`config.mk`:
```
export PLATFORM = sky130hd
export DESIGN_NAME = pipe_stage_reg
export DESIGN_NICKNAME = d
export VERILOG_FILES = /design/src/rtl/pipe_stage_reg.sv
export SDC_FILE = /design/constraint.sdc
export NUM_CORES = 1
export LEC_CHECK = 0
export BUFFER_PORTS_ARGS = -buffer_cell sky130_fd_sc_hd__buf_2
export CORE_AREA = 10 10 85 87
export CTS_BUF_LIST = sky130_fd_sc_hd__clkbuf_16
export DETAILED_ROUTE_END_ITERATION = 10
export DIE_AREA = 0 0 95 97
export HOLD_SLACK_MARGIN = 0.05
export PLACE_DENSITY = 0.86
export SLEW_MARGIN = 20
export SYNTH_ARGS = -nofsm -noshare
export SYNTH_HDL_FRONTEND = slang
export SYNTH_SLANG_ARGS = --single-unit
```
`constraint.sdc`:
```
create_clock -name clk -period 2.9 [get_ports clk]
set_input_delay 0.58 -clock clk [delete_from_list [all_inputs] [get_ports clk]]
set_output_delay 0.58 -clock clk [all_outputs]
set_load 0.01 [all_outputs]
```
`src/rtl/pipe_stage_reg.sv`:
```
// ============================================================================
// Module      : pipe_stage_reg
// Description : Pipeline stage register with valid/ready handshake, one-entry
//               skid buffer, masked kill, flush, occupancy and stall counter.
// Revision    : 1.0  initial release
// ============================================================================
`default_nettype none

module pipe_stage_reg #(
   parameter int                 DATA_W    = 16,
   parameter int                 CTRL_W    = 8,
   parameter logic [CTRL_W-1:0]  ZERO_MASK = {CTRL_W{1'b1}},
   parameter int                 CNT_W     = 16
) (
   input  logic              clk,
   input  logic              rst,
   input  logic              in_valid,
   output logic              in_ready,
   input  logic [DATA_W-1:0] in_data,
   input  logic [CTRL_W-1:0] in_ctrl,
   input  logic              kill_in,
   input  logic              flush,
   output logic              out_valid,
   input  logic              out_ready,
   output logic [DATA_W-1:0] out_data,
   output logic [CTRL_W-1:0] out_ctrl,
   output logic [1:0]        occ,
   output logic [CNT_W-1:0]  stall_cnt,
   input  logic              cnt_clr
);

   localparam logic [CNT_W-1:0] C_CNT_MAX = {CNT_W{1'b1}};

   logic              m_valid_q, m_valid_d;
   logic [DATA_W-1:0] m_data_q,  m_data_d;
   logic [CTRL_W-1:0] m_ctrl_q,  m_ctrl_d;
   logic              s_valid_q, s_valid_d;
   logic [DATA_W-1:0] s_data_q,  s_data_d;
   logic [CTRL_W-1:0] s_ctrl_q,  s_ctrl_d;
   logic [CNT_W-1:0]  stall_cnt_q, stall_cnt_d;

   logic              w_accept;
   logic              w_drain;
   logic              w_stall;
   logic [CTRL_W-1:0] w_cap_ctrl;

   // in_ready depends on registered state only, never on out_ready.
   assign in_ready   = ~s_valid_q;
   assign w_accept   = in_valid & in_ready & ~flush;
   assign w_drain    = m_valid_q & out_ready;
   assign w_stall    = m_valid_q & ~out_ready & ~flush;
   assign w_cap_ctrl = kill_in ? (in_ctrl & ~ZERO_MASK) : in_ctrl;

   always_comb begin
      m_valid_d = m_valid_q;
      m_data_d  = m_data_q;
      m_ctrl_d  = m_ctrl_q;
      s_valid_d = s_valid_q;
      s_data_d  = s_data_q;
      s_ctrl_d  = s_ctrl_q;

      if (flush) begin
         m_valid_d = 1'b0;
         s_valid_d = 1'b0;
         m_ctrl_d  = m_ctrl_q & ~ZERO_MASK;
         s_ctrl_d  = s_ctrl_q & ~ZERO_MASK;
      end else if (w_drain) begin
         if (s_valid_q) begin
            m_data_d  = s_data_q;
            m_ctrl_d  = s_ctrl_q;
            s_valid_d = 1'b0;
         end else if (w_accept) begin
            m_data_d  = in_data;
            m_ctrl_d  = w_cap_ctrl;
         end else begin
            m_valid_d = 1'b0;
         end
      end else if (w_accept) begin
         if (!m_valid_q) begin
            m_valid_d = 1'b1;
            m_data_d  = in_data;
            m_ctrl_d  = w_cap_ctrl;
         end else begin
            // Main is occupied and not draining: the younger entry waits in skid.
            s_valid_d = 1'b1;
            s_data_d  = in_data;
            s_ctrl_d  = w_cap_ctrl;
         end
      end
   end

   always_comb begin
      stall_cnt_d = stall_cnt_q;
      if (cnt_clr) begin
         stall_cnt_d = '0;
      end else if (w_stall && (stall_cnt_q != C_CNT_MAX)) begin
         stall_cnt_d = stall_cnt_q + 1'b1;
      end
   end

   always_ff @(posedge clk or negedge rst) begin
      if (!rst) begin
         m_valid_q   <= 1'b0;
         m_data_q    <= '0;
         m_ctrl_q    <= '0;
         s_valid_q   <= 1'b0;
         s_data_q    <= '0;
         s_ctrl_q    <= '0;
         stall_cnt_q <= '0;
      end else begin
         m_valid_q   <= m_valid_d;
         m_data_q    <= m_data_d;
         m_ctrl_q    <= m_ctrl_d;
         s_valid_q   <= s_valid_d;
         s_data_q    <= s_data_d;
         s_ctrl_q    <= s_ctrl_d;
         stall_cnt_q <= stall_cnt_d;
      end
   end

   assign out_valid = m_valid_q;
   assign out_data  = m_data_q;
   assign out_ctrl  = m_ctrl_q;
   assign occ       = {1'b0, m_valid_q} + {1'b0, s_valid_q};
   assign stall_cnt = stall_cnt_q;

endmodule

`default_nettype wire
```
======== Yosys cells after proc, flatten, opt, wreduce, memory -nomap -nowiden ========
Cells that the tools add are included.
W data, S select, Z words.
word-level totals
  register bits after elaboration ......... 66
  latch bits .............................. 0
  memory bits (writable) .................. 0
  memory bits (read-only) ................. 0
  input port bits ......................... 31
  logic and storage cells ................. 66
  memories kept ........................... 0
cells by class
  $add $sub $neg .......................... 2
  multiply operators ...................... 0
  div/mod/pow operators ................... 0
  magnitude comparators ................... 0
  equal/unequal tests ..................... 6
  shift-type cells ........................ 0
  muxes and demuxes ....................... 27
  bitwise logic cells ..................... 9
  reduce and logical (&&, ||, !) cells .... 15
operators by type and width
  cell                     number
  $mux W16                 7
  $mux W8                  11
  $add A16 B1 Y16 const B  1
  $ne A16 B16 Y1 const B   1
  $reduce_bool A2 Y1       5
  $mux W1                  9
  $reduce_and A3 Y1        3
  $reduce_bool A3 Y1       3
  $reduce_and A4 Y1        2
  $ne A3 B3 Y1 const B     2
  $and A1 B1 Y1            5
  $not A1 Y1               4
  $ne A3 B2 Y1 const B     1
  $add A1 B1 Y2            1
  $ne A2 B1 Y1 const B     1
  $ne A2 B2 Y1 const B     1
  $reduce_and A2 Y1        1
  $logic_and A1 B1 Y1      1

======== Depth between registers and ports, before layout ========
  word-level depth ........................ 7
  mapped depth ............................ 6

======== Worst setup path after synthesis ========
OpenSTA, ideal clock, no wires.
  path kind ............................... input port to flip-flop
  start point ............................. input port out_ready
  end point ............................... register stall_cnt_q[9], in the netlist stall_cnt[9]
  arrival time ............................ 1751 ps
  required time ........................... 2775 ps
  slack ................................... 1024 ps
  stages .................................. 5
  path buffers ............................ 1
  cells stage by stage .................... and2b_2 nand4_1 buf_2 nor4b_1 mux2_2
between the ends
  word-level cells in the longest chain between the ends .. 5
ends and longest elaborated chain
  what                          line  text
  start, declared               24    input logic out_ready,
  $not A1 Y1                    51    assign w_stall = m_valid_q & ~out_ready & ~flush;
  $and A1 B1 Y1 (2 in series)   51
  $logic_and A1 B1 Y1           96    end else if (w_stall && (stall_cnt_q != C_CNT_MAX)) begin
  $reduce_bool A2 Y1 (no line)  --
  end signal, assigned          117   stall_cnt_q <= stall_cnt_d;
  end, declared                 40    logic [CNT_W-1:0] stall_cnt_q, stall_cnt_d;
No other way between the ends.
A chain may end at the register's enable or synchronous reset.

======== Final worst setup path ========
  start point ............................. register m_valid_q, in the netlist out_valid
  end point ............................... register stall_cnt_q[9], in the netlist stall_cnt[9]
between the ends
  word-level cells in the longest chain between the ends .. 4
ends and longest elaborated chain
  what                          line  text
  start, declared               34    logic m_valid_q, m_valid_d;
  start signal, assigned        111   m_valid_q <= m_valid_d;
  $and A1 B1 Y1 (2 in series)   51
  $logic_and A1 B1 Y1           96
  $reduce_bool A2 Y1 (no line)  --
No other way between the ends.

==> impl_metrics.prom <==
# TYPE chip_impl_metric gauge
chip_impl_info{name="yosys-top-cells-area",value="dfrtp_1 (53%), mux2_2 (6.9%), nand2_1 (6.5%), a21oi_1 (3.7%), nor2_1 (3.4%)"} 1
chip_impl_metric{name="postSynthRegisterBits",unit=""} 66
chip_impl_metric{name="place_area",unit="um^2"} 3550
chip_impl_metric{name="io_pins",unit=""} 75
chip_impl_metric{name="largest_voltage_drop_on_the_vdd_net",unit="mV"} 0.449
chip_impl_metric{name="dpl.cell_count",unit=""} 452
chip_impl_info{name="grt_setup_unrepaired",value="no"} 1
chip_impl_metric{name="core_region_area",unit="um^2"} 5470
chip_impl_metric{name="worst-path-max-fanout",unit=""} 11
chip_impl_metric{name="p_per_area",unit="nW/um^2"} 695
chip_impl_metric{name="cts_max_level",unit=""} 3
chip_impl_info{name="worstPathCellList",value="and2b_2, nand4_1, nor4b_1, mux2_2"} 1
chip_impl_metric{name="die-area",unit="um^2"} 9220
chip_impl_info{name="highest_metal_layer_with_signal_wires",value="met4"} 1
chip_impl_info{name="timing.critical_path.from",value="out_valid"} 1
chip_impl_metric{name="drt-vias-per-instance",unit=""} 5.88
chip_impl_metric{name="worst_path_largest_cell_delay",unit="ns"} 0.50
chip_impl_metric{name="first_global_vias",unit=""} 2771
chip_impl_metric{name="total_power",unit="mW"} 2.71
chip_impl_metric{name="hpwlAfterDp",unit="um"} 5520
chip_impl_metric{name="fin_setup_tns",unit="ns"} 0
chip_impl_metric{name="nets_final",unit=""} 424
chip_impl_metric{name="drt_iter0_drc",unit=""} 191
chip_impl_metric{name="timing.final.crit_share",unit="%"} 72.9
chip_impl_metric{name="initial_utilization",unit="%"} 56.8
chip_impl_metric{name="cts-root-to-sink-buffers",unit=""} 2
chip_impl_info{name="result_of_the_run",value="complete, no violations"} 1
chip_impl_metric{name="globalRoute.totalOverflow",unit=""} 0
chip_impl_metric{name="finalSetupViolations",unit=""} 0
chip_impl_metric{name="max_fclk",unit="GHz"} 0.473
chip_impl_metric{name="grt_max_degree",unit=""} 40
chip_impl_metric{name="die_x",unit="um"} 95
chip_impl_metric{name="wire_per_inst",unit="um"} 17.3
chip_impl_info{name="critPathSlowestCell",value="dfrtp_1"} 1
chip_impl_info{name="setup.worst_path.end_class",value="flop"} 1
chip_impl_metric{name="yosys.cell_types.count",unit=""} 36
chip_impl_metric{name="drt_pre_antenna_iters",unit=""} 4
chip_impl_info{name="crit_type",value="reg2reg"} 1
chip_impl_metric{name="hold_viol_final",unit=""} 0
chip_impl_metric{name="area_growth",unit="%"} 25.6
chip_impl_metric{name="routability_congestion",unit=""} 0.876
chip_impl_metric{name="timing_max_transition_violations_final",unit=""} 0
chip_impl_info{name="tritoncts_clock_tree",value="built"} 1
chip_impl_metric{name="detailed_routed_wire_length_on_met2",unit="um"} 4150
chip_impl_metric{name="post-cts-setup-buffer-count",unit=""} 0
chip_impl_metric{name="crit_required",unit="ns"} 3.11
chip_impl_metric{name="floorplan.die.height",unit="um"} 97
chip_impl_metric{name="final.fill_count",unit=""} 411
chip_impl_metric{name="numCtsBuffers",unit=""} 9
chip_impl_metric{name="antenna_violations_before_repair",unit=""} 0
chip_impl_info{name="synth.largest_area_cell",value="dfrtp_1"} 1
chip_impl_metric{name="layout.cells.non_filler",unit=""} 468
chip_impl_metric{name="drc",unit=""} 0
chip_impl_metric{name="final-seq-area",unit="um^2"} 1650
chip_impl_info{name="regToRegStartpoint",value="out_valid"} 1
chip_impl_metric{name="worstMarginPinSlew",unit="ns"} 0.819
chip_impl_metric{name="final_layout_size_suffix_gt1_share",unit="%"} 30.1
chip_impl_metric{name="yosys_warnings",unit=""} 0
chip_impl_metric{name="sequential_to_total_area_share_from_yosys_stat",unit="%"} 53.2
chip_impl_metric{name="final_period_minus_worst_setup_slack",unit="ns"} 2.11
chip_impl_metric{name="floorplan.rows",unit=""} 27
chip_impl_metric{name="drt_wl_total",unit="um"} 8120
chip_impl_info{name="hold_class",value="in2async"} 1
chip_impl_metric{name="cts_hold_buffers_added",unit=""} 0
chip_impl_metric{name="clock_pin_slew_reported_for_the_worst_setup_and_hold_paths_after_clock_tree_synthesis",unit="ns"} 0.06
chip_impl_info{name="root_buffer",value="clkbuf_16"} 1
chip_impl_metric{name="final_area",unit="um^2"} 3900
chip_impl_metric{name="antenna-diode-count",unit=""} 0
chip_impl_metric{name="cts_sinks",unit=""} 66
chip_impl_metric{name="mappedNetlistNets",unit=""} 351
chip_impl_metric{name="worst-path-buf-inv",unit=""} 0
chip_impl_metric{name="worst_ep_arrival_time",unit="ns"} 2.33
chip_impl_metric{name="max_cap_viol_count",unit=""} 0
chip_impl_info{name="cp_top_family",value="simple AND/OR/NAND/NOR gates"} 1
chip_impl_metric{name="final.setup_skew",unit="ns"} 0.00601
chip_impl_metric{name="synth_top_cell_area_share",unit="%"} 53.2
chip_impl_metric{name="met3_length",unit="um"} 528
chip_impl_metric{name="wl_met1",unit="um"} 3220
chip_impl_metric{name="clock_insertion_delay_at_the_later_pin_of_the_skew_report",unit="ns"} 0.33
chip_impl_metric{name="headroom_to_the_max_slew_limit",unit="%"} 45.4
chip_impl_metric{name="post_cts.resized_instances",unit=""} 0
chip_impl_info{name="start_kind",value="flop"} 1
chip_impl_metric{name="grt_pass1_wl",unit="um"} 13600
chip_impl_metric{name="antenna_left",unit=""} 0
chip_impl_metric{name="synthesis.area_per_instance",unit="um^2"} 9.77
chip_impl_metric{name="vias",unit=""} 2753
chip_impl_metric{name="power.static_leakage",unit="nW"} 1.76
chip_impl_metric{name="place.port_buffers",unit=""} 74
chip_impl_metric{name="multiInputGateArea",unit="um^2"} 1370
chip_impl_metric{name="grt.total_usage",unit="%"} 18.2
chip_impl_metric{name="synth_cells",unit=""} 318
chip_impl_metric{name="syn_area",unit="um^2"} 3110
==> cells in the mapped netlist <==
library cell  instances
nor3b_1               7
buf_4                 1
a211oi_1              8
or3_1                 5
and4_1                2
nand2b_1              4
nand3b_1              1
clkbuf_1              8
o211ai_1              1
nor2_1               28
o31ai_1               8
a211oi_2              1
nor4b_1               1
nor4_1                3
buf_1                 3
a311oi_1              1
and3_1                1
mux2_2               19
ha_1                  2
o21ai_0              15
a31oi_1              16
a21oi_1              23
o2111ai_1             1
buf_2                 5
nor3b_2               1
nand3_1               8
dfrtp_1              66
nor4_2                1
inv_1                 5
nand2_1              54
nor2b_1               5
or4_1                 6
a21oi_2               1
or4b_1                1
nand4_1               5
and2b_2               1
==> per-stage QoR <==
step | util, % | hold WS, ns | worst slack (ns)
6_report | 71.3 | 0.284 | 0.787
4_1_cts | 71.3 | 0.307 | 0.804
3_5_place_dp | 64.9 | 0.471 | 0.558
5_1_grt | 71.3 | 0.332 | 0.631
3_3_place_gp | 64.9 | 0.463 | 0.636
2_1_floorplan | - | 0.284 | 1.02
==> path summary, 6_finish.rpt <==
path                                     end  slack [ns]  depth (start not counted)
max in group asynchronous       s_data_q[10]        1.99                          2
worst min register to register   s_ctrl_q[4]        0.48                          2
worst max register to register  stall_cnt[9]        0.79                          4
min in group clk                 s_ctrl_q[4]        0.48                          2
worst min-delay path            stall_cnt[4]        0.28                          1
worst max-delay path            stall_cnt[9]        0.79                          4
==> report_power, final <==
part / leakage, nW / total, mW / switching [mW] / internal [mW]
logic: 0.752 / 0.330 / 0.178 / 0.153
clock network: 0.171 / 1.27 / 0.421 / 0.848
registers: 0.836 / 1.11 / 0.0689 / 1.04
==> area by class of cell <==
| class | instances | share of cell area (%) |
|---|---|---|
| clock buffer | 9 | 5.77 |
| inverter | 5 | 0.481 |
| timing repair buffer | 79 | 10.8 |
| tap | 72 | 2.31 |
| sequential | 66 | 42.3 |
| multi-input combinational | 230 | 35.1 |
| clock inverter | 7 | 3.21 |
==> sequential cells by signal (all words and copies together), names as in the netlist <==
| name | cells |
|---|---|
| out_data | 16 |
| s_ctrl_q | 8 |
| out_ctrl | 8 |
| stall_cnt | 16 |
| out_valid | 1 |
| s_valid_q | 1 |
| s_data_q | 16 |
==> logic make-up (layout without fill, tap and decap cells) <==
| kind of cell | count (synthesis) | count (layout) | share of synthesized area, % |
|---|---|---|---|
| flops | 66 | 66 | 53.2 |
| compound gates | 75 | 75 | 14.7 |
| fa+ha+maj | 2 | 2 | 0.805 |
| mux | 19 | 19 | 6.89 |
| buf+inv | 22 | 100 | 2.98 |
| simple gates | 134 | 134 | 21.5 |
==> cell usage in the layout, fill, tap and decap left out, types with 9 or more instances in the layout <==
| cell | netlist | routed |
|---|---|---|
| mux2_2 | 19 | 19 |
| dfrtp_1 | 66 | 66 |
| nor2_1 | 28 | 28 |
| nand2_1 | 54 | 54 |
| buf_2 | 5 | 74 |
| o21ai_0 | 15 | 15 |
| a31oi_1 | 16 | 16 |
| a21oi_1 | 23 | 23 |
| clkbuf_16 | 0 | 9 |
==> per-layer routing <==
layer / up-vias / global-route usage, %
li1: 1294 / -
met4: 0 / 8.35
met5: - / 0
met1: 1348 / 21.7
met3: 23 / 5.09
met2: 88 / 29.5
Note: power is estimated with default switching activity, not from simulation.
